===== config.mk =====
export PLATFORM = sky130hd
export DESIGN_NAME = uart_tx_serializer
export DESIGN_NICKNAME = d
export VERILOG_FILES = /design/src/rtl/uart_pkg.sv /design/src/rtl/uart_baud_counter.sv /design/src/rtl/uart_tx_serializer.sv
export SDC_FILE = /design/constraint.sdc
export NUM_CORES = 1
export LEC_CHECK = 0
export CAP_MARGIN = 20
export CORE_ASPECT_RATIO = 1.2
export CORE_UTILIZATION = 39
export CTS_CLUSTER_DIAMETER = 60
export DETAILED_ROUTE_END_ITERATION = 16
export PLACE_DENSITY = 0.61
export SYNTH_ARGS = -nofsm -noshare
export SYNTH_HDL_FRONTEND = slang
export SYNTH_SLANG_ARGS = --single-unit

===== constraint.sdc =====
create_clock -name clk -period 4.5 [get_ports clk]
set_clock_uncertainty 0.2 [all_clocks]
set_input_delay 0.45 -clock clk [delete_from_list [all_inputs] [get_ports clk]]
set_output_delay 0.45 -clock clk [all_outputs]
set_load 0.02 [all_outputs]

===== src/rtl/uart_pkg.sv =====
// Shared types and helpers for the UART transmit path.
package uart_pkg;

    typedef enum logic [2:0] {
        StIdle,
        StStart,
        StData,
        StParity,
        StStop1,
        StStop2
    } tx_state_e;

    localparam int unsigned DBITS_MIN = 5;
    localparam int unsigned DBITS_MAX = 8;

    function automatic logic [3:0] clamp_dbits(input logic [3:0] dbits);
        if (dbits < 4'(DBITS_MIN)) begin
            return 4'(DBITS_MIN);
        end else if (dbits > 4'(DBITS_MAX)) begin
            return 4'(DBITS_MAX);
        end
        return dbits;
    endfunction

    // nbits must already be clamped to 5..8; bits at and above nbits are ignored.
    function automatic logic masked_parity(input logic [7:0] data, input logic [3:0] nbits);
        logic [7:0] mask;
        mask = 8'hFF >> (4'd8 - nbits);
        return ^(data & mask);
    endfunction

endpackage


===== src/rtl/uart_baud_counter.sv =====
// Free-running bit-period counter; clr holds it at zero, tc flags the last cycle of a bit.
module uart_baud_counter #(
    parameter int unsigned CLKS_PER_BIT = 16
) (
    input  logic clk,
    input  logic rstb,
    input  logic clr,
    output logic tc
);

    localparam int unsigned CntW = (CLKS_PER_BIT > 1) ? $clog2(CLKS_PER_BIT) : 1;
    localparam logic [CntW-1:0] Last = CntW'(CLKS_PER_BIT - 1);

    logic [CntW-1:0] cnt_q, cnt_d;

    assign tc = (cnt_q == Last);

    always_comb begin
        cnt_d = cnt_q + CntW'(1);
        if (clr || tc) begin
            cnt_d = '0;
        end
    end

    always_ff @(posedge clk or negedge rstb) begin
        if (!rstb) begin
            cnt_q <= '0;
        end else begin
            cnt_q <= cnt_d;
        end
    end

endmodule


===== src/rtl/uart_tx_serializer.sv =====
// UART frame serializer: start bit, 5-8 LSB-first data bits, optional parity, 1 or 2 stop bits.
module uart_tx_serializer
    import uart_pkg::*;
#(
    parameter int unsigned CLKS_PER_BIT = 16
) (
    input  logic       clk,
    input  logic       rstb,
    input  logic       start,
    input  logic [7:0] data_in,
    input  logic [3:0] dbits,
    input  logic       parity_en,
    input  logic       parity_odd,
    input  logic       two_stop,
    output logic       txd,
    output logic       done,
    output logic       busy
);

    tx_state_e  state_q, state_d;
    logic       start_q;
    logic [7:0] shift_q, shift_d;
    logic [3:0] nbits_q, nbits_d;
    logic [3:0] bit_idx_q, bit_idx_d;
    logic       par_en_q, par_en_d;
    logic       par_bit_q, par_bit_d;
    logic       two_stop_q, two_stop_d;
    logic       txd_q, txd_d;
    logic       start_rise;
    logic       tc;
    logic [3:0] dbits_clamped;

    assign start_rise    = start & ~start_q;
    assign dbits_clamped = clamp_dbits(dbits);

    uart_baud_counter #(
        .CLKS_PER_BIT(CLKS_PER_BIT)
    ) u_baud (
        .clk (clk),
        .rstb(rstb),
        .clr (state_q == StIdle),
        .tc  (tc)
    );

    always_comb begin
        state_d    = state_q;
        shift_d    = shift_q;
        nbits_d    = nbits_q;
        bit_idx_d  = bit_idx_q;
        par_en_d   = par_en_q;
        par_bit_d  = par_bit_q;
        two_stop_d = two_stop_q;
        done       = 1'b0;

        case (state_q)
            StIdle: begin
                if (start_rise) begin
                    state_d    = StStart;
                    shift_d    = data_in;
                    nbits_d    = dbits_clamped;
                    bit_idx_d  = '0;
                    par_en_d   = parity_en;
                    par_bit_d  = masked_parity(data_in, dbits_clamped) ^ parity_odd;
                    two_stop_d = two_stop;
                end
            end
            StStart: begin
                if (tc) state_d = StData;
            end
            StData: begin
                if (tc) begin
                    shift_d = shift_q >> 1;
                    if (bit_idx_q == nbits_q - 4'd1) begin
                        state_d = par_en_q ? StParity : StStop1;
                    end else begin
                        bit_idx_d = bit_idx_q + 4'd1;
                    end
                end
            end
            StParity: begin
                if (tc) state_d = StStop1;
            end
            StStop1: begin
                if (tc) begin
                    if (two_stop_q) begin
                        state_d = StStop2;
                    end else begin
                        state_d = StIdle;
                        done    = 1'b1;
                    end
                end
            end
            StStop2: begin
                if (tc) begin
                    state_d = StIdle;
                    done    = 1'b1;
                end
            end
            default: state_d = StIdle;
        endcase

        // txd is registered, so it follows the state being entered.
        case (state_d)
            StStart:  txd_d = 1'b0;
            StData:   txd_d = shift_d[0];
            StParity: txd_d = par_bit_d;
            default:  txd_d = 1'b1;
        endcase
    end

    always_ff @(posedge clk or negedge rstb) begin
        if (!rstb) begin
            state_q    <= StIdle;
            start_q    <= 1'b0;
            shift_q    <= '0;
            nbits_q    <= '0;
            bit_idx_q  <= '0;
            par_en_q   <= 1'b0;
            par_bit_q  <= 1'b0;
            two_stop_q <= 1'b0;
            txd_q      <= 1'b1;
        end else begin
            state_q    <= state_d;
            start_q    <= start;
            shift_q    <= shift_d;
            nbits_q    <= nbits_d;
            bit_idx_q  <= bit_idx_d;
            par_en_q   <= par_en_d;
            par_bit_q  <= par_bit_d;
            two_stop_q <= two_stop_d;
            txd_q      <= txd_d;
        end
    end

    assign txd  = txd_q;
    assign busy = (state_q != StIdle);

endmodule


==> results.md, run 1 <==
* Post-DP HPWL at 2390 um
* Post-layout power at 0.481 mW
* Synthesized flop and latch total at 28
* Routed WL per cell at 13.1 um
* Worst setup slack after layout at 1.27 ns
* Post-synth ARST share at 1.00
* DRT Pass-1 Iters at 4
* NumNets Final at 211
* Worst setup path category: input port to register
* Fill cells at 360
* Clock Tree Root: clkbuf_8
* Largest net degree at the start of global routing at 29
* RSZ-0062 raised after global routing: no
* Hold path depth at 1
* Hold Vio Cnt, Final at 0
* All-Layer GR Usage at 0.161
* Worst slack, placed at 0.952 ns
* GP Congestion at 0.795
* FF-to-FF Start: state_q[0]$_DFF_PN0_
* First-pass GRT wire length at 5240 um
* Cts bufs inserted at 3
* Clock transition at path regs at 0.09 ns
* Core area at 0.00375 sq mm
* IO Count at 21
* Worst Path Arrival at 3.24 ns
* Post-CTS Resized at 0
* Chip Width at 59.9 um
* Post-synth EDFFs at 0
* Synthesized instance count at 165
* CP Data Required Time at 4.51 ns
* Max Root-Sink Buffers at 2
* Status: finished, final reports clean
* Number of remaining DRC errors at 0
* CTS sink cnt at 28
* R2r worst-path depth at 7
* TNS Setup at 0 ns
* Port buffer count at 20
* Clock latency on the worst-skew pair at 0.27 ns
* Startpoint class of the critical path: input port
* Period minus WS final at 3.23 ns
* HP Start: u_baud.cnt_q[0]$_DFF_PN0_
* Initial antenna violation count at 0
* Ant diodes at 0
* Measured slew at the worst slew-check pin at 0.735 ns
* Critical Path Fanout Max at 6
* Synthesized area at 0.00157 sq mm
* WHS Endpoint: u_baud.cnt_q[0]$_DFF_PN0_
* Initial Utilization at 0.419
* Die Y at 71.5 um
* Most common cell after layout, fill and taps aside: nand2_1
* Die footprint at 0.00429 sq mm
* Worst hold path type: register to register
* FP Rows at 24
* CTS tree: done
* Vias in the first global route at 1196
* CTS HTree Levels at 1
* Final core occ at 0.500
* Synthesis-to-layout area growth at 19.4%
* Yosys cell types at 41
* Share of cells above drive strength 1 at 0.0649
* Syn_area_per_cell at 9.52 sq um
* Sequential element share of the synthesized area at 0.447
* Number of setup buffers added after CTS at 0
* Fin crit share at 0.718
* CP endpoint kind: register
* Final setup vio count at 0
* Synth warn at 0
* Cell Pwr Density at 256 mW/mm^2
* Post-route ant nets at 0
* Total number of vias at 1192
* Hold_buf cts at 0
* Fin. max-slew vios at 0
* Peak VDD IR at 0.000105 V
* Post-Syn Nets at 190
* Max Freq at 309 MHz
* Most frequent cells in the layout: nand2_1 (31), dfrtp_1 (27), clkdlybuf4s50_1 (20)
* Reg2reg end: txd$_DFF_PN1_
* Ys flop type: dfrtp_1
* Max_cap viols at 0
* Routed WL at 3100 um
* Vias per inst at 5.03
* DRT iter0 DRCs at 46
* Worst slew margin at 0.510
* Leak Pwr at 0.867 nW
* R2R setup slack at 1.97 ns
* Final hold slack at 0.269 ns
* GRT Residual Overflow at 0
through the flow:
step | area, sq um | std cells
5_1_grt | 1880 | 237
6_report | 1880 | 237
2_1_floorplan | 1570 | 165
3_5_place_dp | 1820 | 233
3_3_place_gp | 1820 | 233
4_1_cts | 1880 | 237
registers in the layout, summed over array words and instances, names as in the netlist:
register	count
shift_q	8
bit_idx_q	4
nbits_q	4
u_baud.cnt_q	4
state_q	3
par_bit_q	1
par_en_q	1
start_q	1
two_stop_q	1
txd	1
synthesized netlist by cell type (4+ instances only):
cell	n	area (sq um)
nand3_1	6	30.0
a22oi_1	6	45.0
nand2_1	31	116
dfrtp_1	27	676
ha_1	7	87.6
nor2_1	9	33.8
xnor2_1	9	78.8
a31oi_1	4	25.0
inv_1	9	33.8
o21ai_0	7	35.0
and3_1	4	25.0
layout make-up:
type	count	area (sq um)	share of cell area
clock buffer	4	55.1	0.0293
sequential	28	702	0.374
tap	52	65.1	0.0347
inverter	10	37.5	0.0200
timing repair buffer	21	208	0.111
multi-input combinational	122	810	0.431
kinds of logic (layout without fill, tap and decap cells):
family / Yosys count / after routing / share of synthesized area
and+or+nand+nor: 69 / 69 / 0.223
buffers and inverters: 15 / 35 / 0.0382
adders and majority gates: 7 / 7 / 0.0557
muxes: 1 / 1 / 0.00717
xor gates and xnor gates: 14 / 14 / 0.0963
AOI/OAI and AO/OA: 31 / 31 / 0.133
DFF: 28 / 28 / 0.447
how the worst max path moves through the flow:
stage,startpoint,slack (ns),depth (start not counted),endpoint
after floorplan,dbits[1],1.62,10,txd$_DFF_PN1_
after global placement,dbits[3],1.06,10,txd$_DFF_PN1_
after detailed placement,dbits[3],0.95,10,txd$_DFF_PN1_
after CTS,dbits[3],1.24,10,txd$_DFF_PN1_
after global routing,dbits[3],1.15,10,txd$_DFF_PN1_
final,dbits[3],1.27,10,txd$_DFF_PN1_
report_power, final:
| part | switching [mW] | leakage [nW] | internal [mW] |
|---|---|---|---|
| clock | 0.0752 | 0.0288 | 0.0782 |
| sequential | 0.00358 | 0.358 | 0.260 |
| combinational | 0.0265 | 0.480 | 0.0379 |
| total | 0.105 | 0.867 | 0.376 |
routing by layer:
layer  GRT usage  vias to the layer above  routed length (um)
met5           0                        -                   0
met4      0.0388                        0                  24
met3      0.0307                        4                 110
met2       0.286                       24                1580
met1       0.196                      558                1380
li1            -                      606                   -
worst max-delay path, cell delays in order:
cell and delay [ns]:
clkdlybuf4s50_1 0.50, or2_2 0.36, ha_1 0.22, ha_1 0.32, nand3b_1 0.20, xnor2_1 0.15, xnor2_1 0.20, xnor3_1 0.32
mux2_2 0.28, o211a_1 0.22
No activity file was read; power rests on OpenSTA's default activity.
==> run 2: changes to the inputs <==
--- a/config.mk
+++ b/config.mk
@@ -10,7 +10,7 @@
 export CORE_UTILIZATION = 39
 export CTS_CLUSTER_DIAMETER = 60
 export DETAILED_ROUTE_END_ITERATION = 16
-export PLACE_DENSITY = 0.61
+export PLACE_DENSITY = 0.63
 export SYNTH_ARGS = -nofsm -noshare
 export SYNTH_HDL_FRONTEND = slang
 export SYNTH_SLANG_ARGS = --single-unit
==> constraint.sdc (replaced) <==
create_clock -name clk -period 2.6 [get_ports clk]
set_clock_uncertainty 0.2 [all_clocks]
set_input_delay 0.26 -clock clk [delete_from_list [all_inputs] [get_ports clk]]
set_output_delay 0.26 -clock clk [all_outputs]
set_load 0.02 [all_outputs]
==> run 2 against run 1 <==
Count of clock-buffer cells in the layout down 1; worst setup slack worse by 1.2 ns; highest routed layer unchanged; wire length up 8.6%; largest cell class unchanged; critical endpoint unchanged.
==> results.md, run 2 (synthesis gave the netlist of run 1 again) <==
* RSZ-0062 raised after global routing: no
* Chip Width at 59.9 um
* Cts bufs inserted at 3
* Multi-input gate area at 863 sq um
* GRT Residual Overflow at 0
* Status: finished, final reports clean
* CTS sink cnt at 28
* Share of cells above drive strength 1 at 0.139
* Number of buffers and inverters on the critical path at 1
* Routed WL per cell at 13.7 um
* Fin. max-slew vios at 0
* Max Root-Sink Buffers at 2
* Die Y at 71.5 um
* Cell Pwr Density at 465 mW/mm^2
* Port buffer count at 20
* Critical Path Fanout Max at 2
* Measured slew at the worst slew-check pin at 0.370 ns
* Leak Pwr at 0.938 nW
* Initial antenna violation count at 0
* Hold_buf cts at 0
* Fill cells at 343
* Number of remaining DRC errors at 0
* IO Count at 21
* NumNets Final at 220
* Most frequent cells in the layout: nand2_1 (30), dfrtp_1 (27), clkdlybuf4s50_1 (16)
* Max_cap viols at 0
* Peak VDD IR at 0.000296 V
* Top reg by flops: shift_q
* Die footprint at 0.00429 sq mm
* Hold Vio Cnt, Final at 0
* Initial Utilization at 0.419
* Post-route ant nets at 0
* First-pass GRT wire length at 5910 um
* Final setup vio count at 0
* Clock transition at path regs at 0.10 ns
* Period minus WS final at 2.54 ns
* Routed WL at 3360 um
* Number of setup buffers added after CTS at 0
* CP Data Required Time at 2.61 ns
* Worst-path cell with the longest stage delay: xnor3_1
* DRT Pass-1 Iters at 4
* FP Rows at 24
* Ant diodes at 0
* Crit-path cells: dlygate4sd2_1 > nand2_2 > or2_4 > ha_4 > ha_4 > nand3b_1 > xnor2_1 > xnor2_1 > xnor3_1 > mux2_4 > o211a_1
* Worst hold path type: input port to asynchronous set/reset pin
* DRT iter0 DRCs at 37
* Post-DP HPWL at 2500 um
* Vias in the first global route at 1350
* Startpoint class of the critical path: input port
* Largest net degree at the start of global routing at 29
* Largest register FFs at 8
* Worst slew margin at 0.752
* Clock Tree Root: clkbuf_8
* Final hold slack at 0.152 ns
* Worst Path Arrival at 2.55 ns
* Fin crit share at 0.975
* Core area at 0.00375 sq mm
* All-Layer GR Usage at 0.181
* Total number of vias at 1279
* CP top delay family: XOR/XNOR gates
* CP endpoint kind: register
* Delay of the slowest critical-path stage at 0.33 ns
* CTS tree: done
* Post-layout power at 0.937 mW
* Most common cell after layout, fill and taps aside: nand2_1
* Storage cell area at 702 sq um
* Vias per inst at 5.20
* GP Congestion at 0.845
* Worst setup path category: input port to register
* Synthesis-to-layout area growth at 28.1%
* CTS HTree Levels at 1
* Clock latency on the worst-skew pair at 0.27 ns
* Max Freq at 394 MHz
-- run 2: power breakdown --
group	internal (mW)	switching (mW)
combinational	0.0795	0.0555
clock	0.206	0.140
sequential	0.449	0.00642
-- run 2: stage by stage --
step | cells | worst slack, ns | TNS, ns | instance area (sq um) | util
6_report | 246 | 0.0646 | 0 | 2010 | 0.536
5_1_grt | 246 | 0.0377 | 0 | 2010 | 0.536
4_1_cts | 246 | 0.0110 | 0 | 2010 | 0.536
3_5_place_dp | 242 | -0.554 | -0.929 | 1900 | 0.507
3_3_place_gp | 242 | -0.491 | -0.813 | 1900 | 0.507
2_1_floorplan | 165 | 0.0137 | 0 | 1590 | -
-- run 2: per-layer routing --
layer / vias up / GRT usage / part of all wire
met2: 32 / 0.306 / 0.50
li1: 624 / - / -
met3: 10 / 0.0271 / 0.034
met1: 613 / 0.221 / 0.44
met5: - / 0 / 0
met4: 0 / 0.0904 / 0.025
-- run 2: final timing paths --
kind / from / to / slack [ns] / depth (start not counted)
setup / recovery: dbits[2] / txd$_DFF_PN1_ / 0.06 / 11
min in group clk: shift_q[0]$_DFF_PN0_ / shift_q[0]$_DFF_PN0_ / 0.28 / 2
max in group asynchronous: rstb / txd$_DFF_PN1_ / 1.74 / 2
setup reg to reg: nbits_q[0]$_DFFE_PN0P_ / txd$_DFF_PN1_ / 0.21 / 8
hold / removal: rstb / bit_idx_q[3]$_DFFE_PN0P_ / 0.15 / 2
hold reg to reg: shift_q[0]$_DFF_PN0_ / shift_q[0]$_DFF_PN0_ / 0.28 / 2
-- run 2: area by class of cell --
cell class / count / area share
Inverter: 10 / 0.0186
Clock buffer: 3 / 0.0205
Timing Repair Buffer: 30 / 0.136
Tap cell: 52 / 0.0323
Clock inverter: 1 / 0.0149
Sequential cell: 28 / 0.349
Multi-Input combinational cell: 122 / 0.429
-- run 2: worst reg2reg max path: cells and delay by family (launching register included) --
family	cells	cell delay (ns)
AOI/OAI and AO/OA	3	0.52
xor gates and xnor gates	1	0.13
buffers and inverters	1	0.06
and+or+nand+nor	2	0.69
DFF	1	0.42
adders and majority gates	1	0.30
-- run 2: what timing repair did --
item                                    in CTS  in global routing
resized for setup                           11                  1
endpoints found under the setup margin       2                  1
hold endpoints to repair                     0                  0
pin swaps                                    7                  4
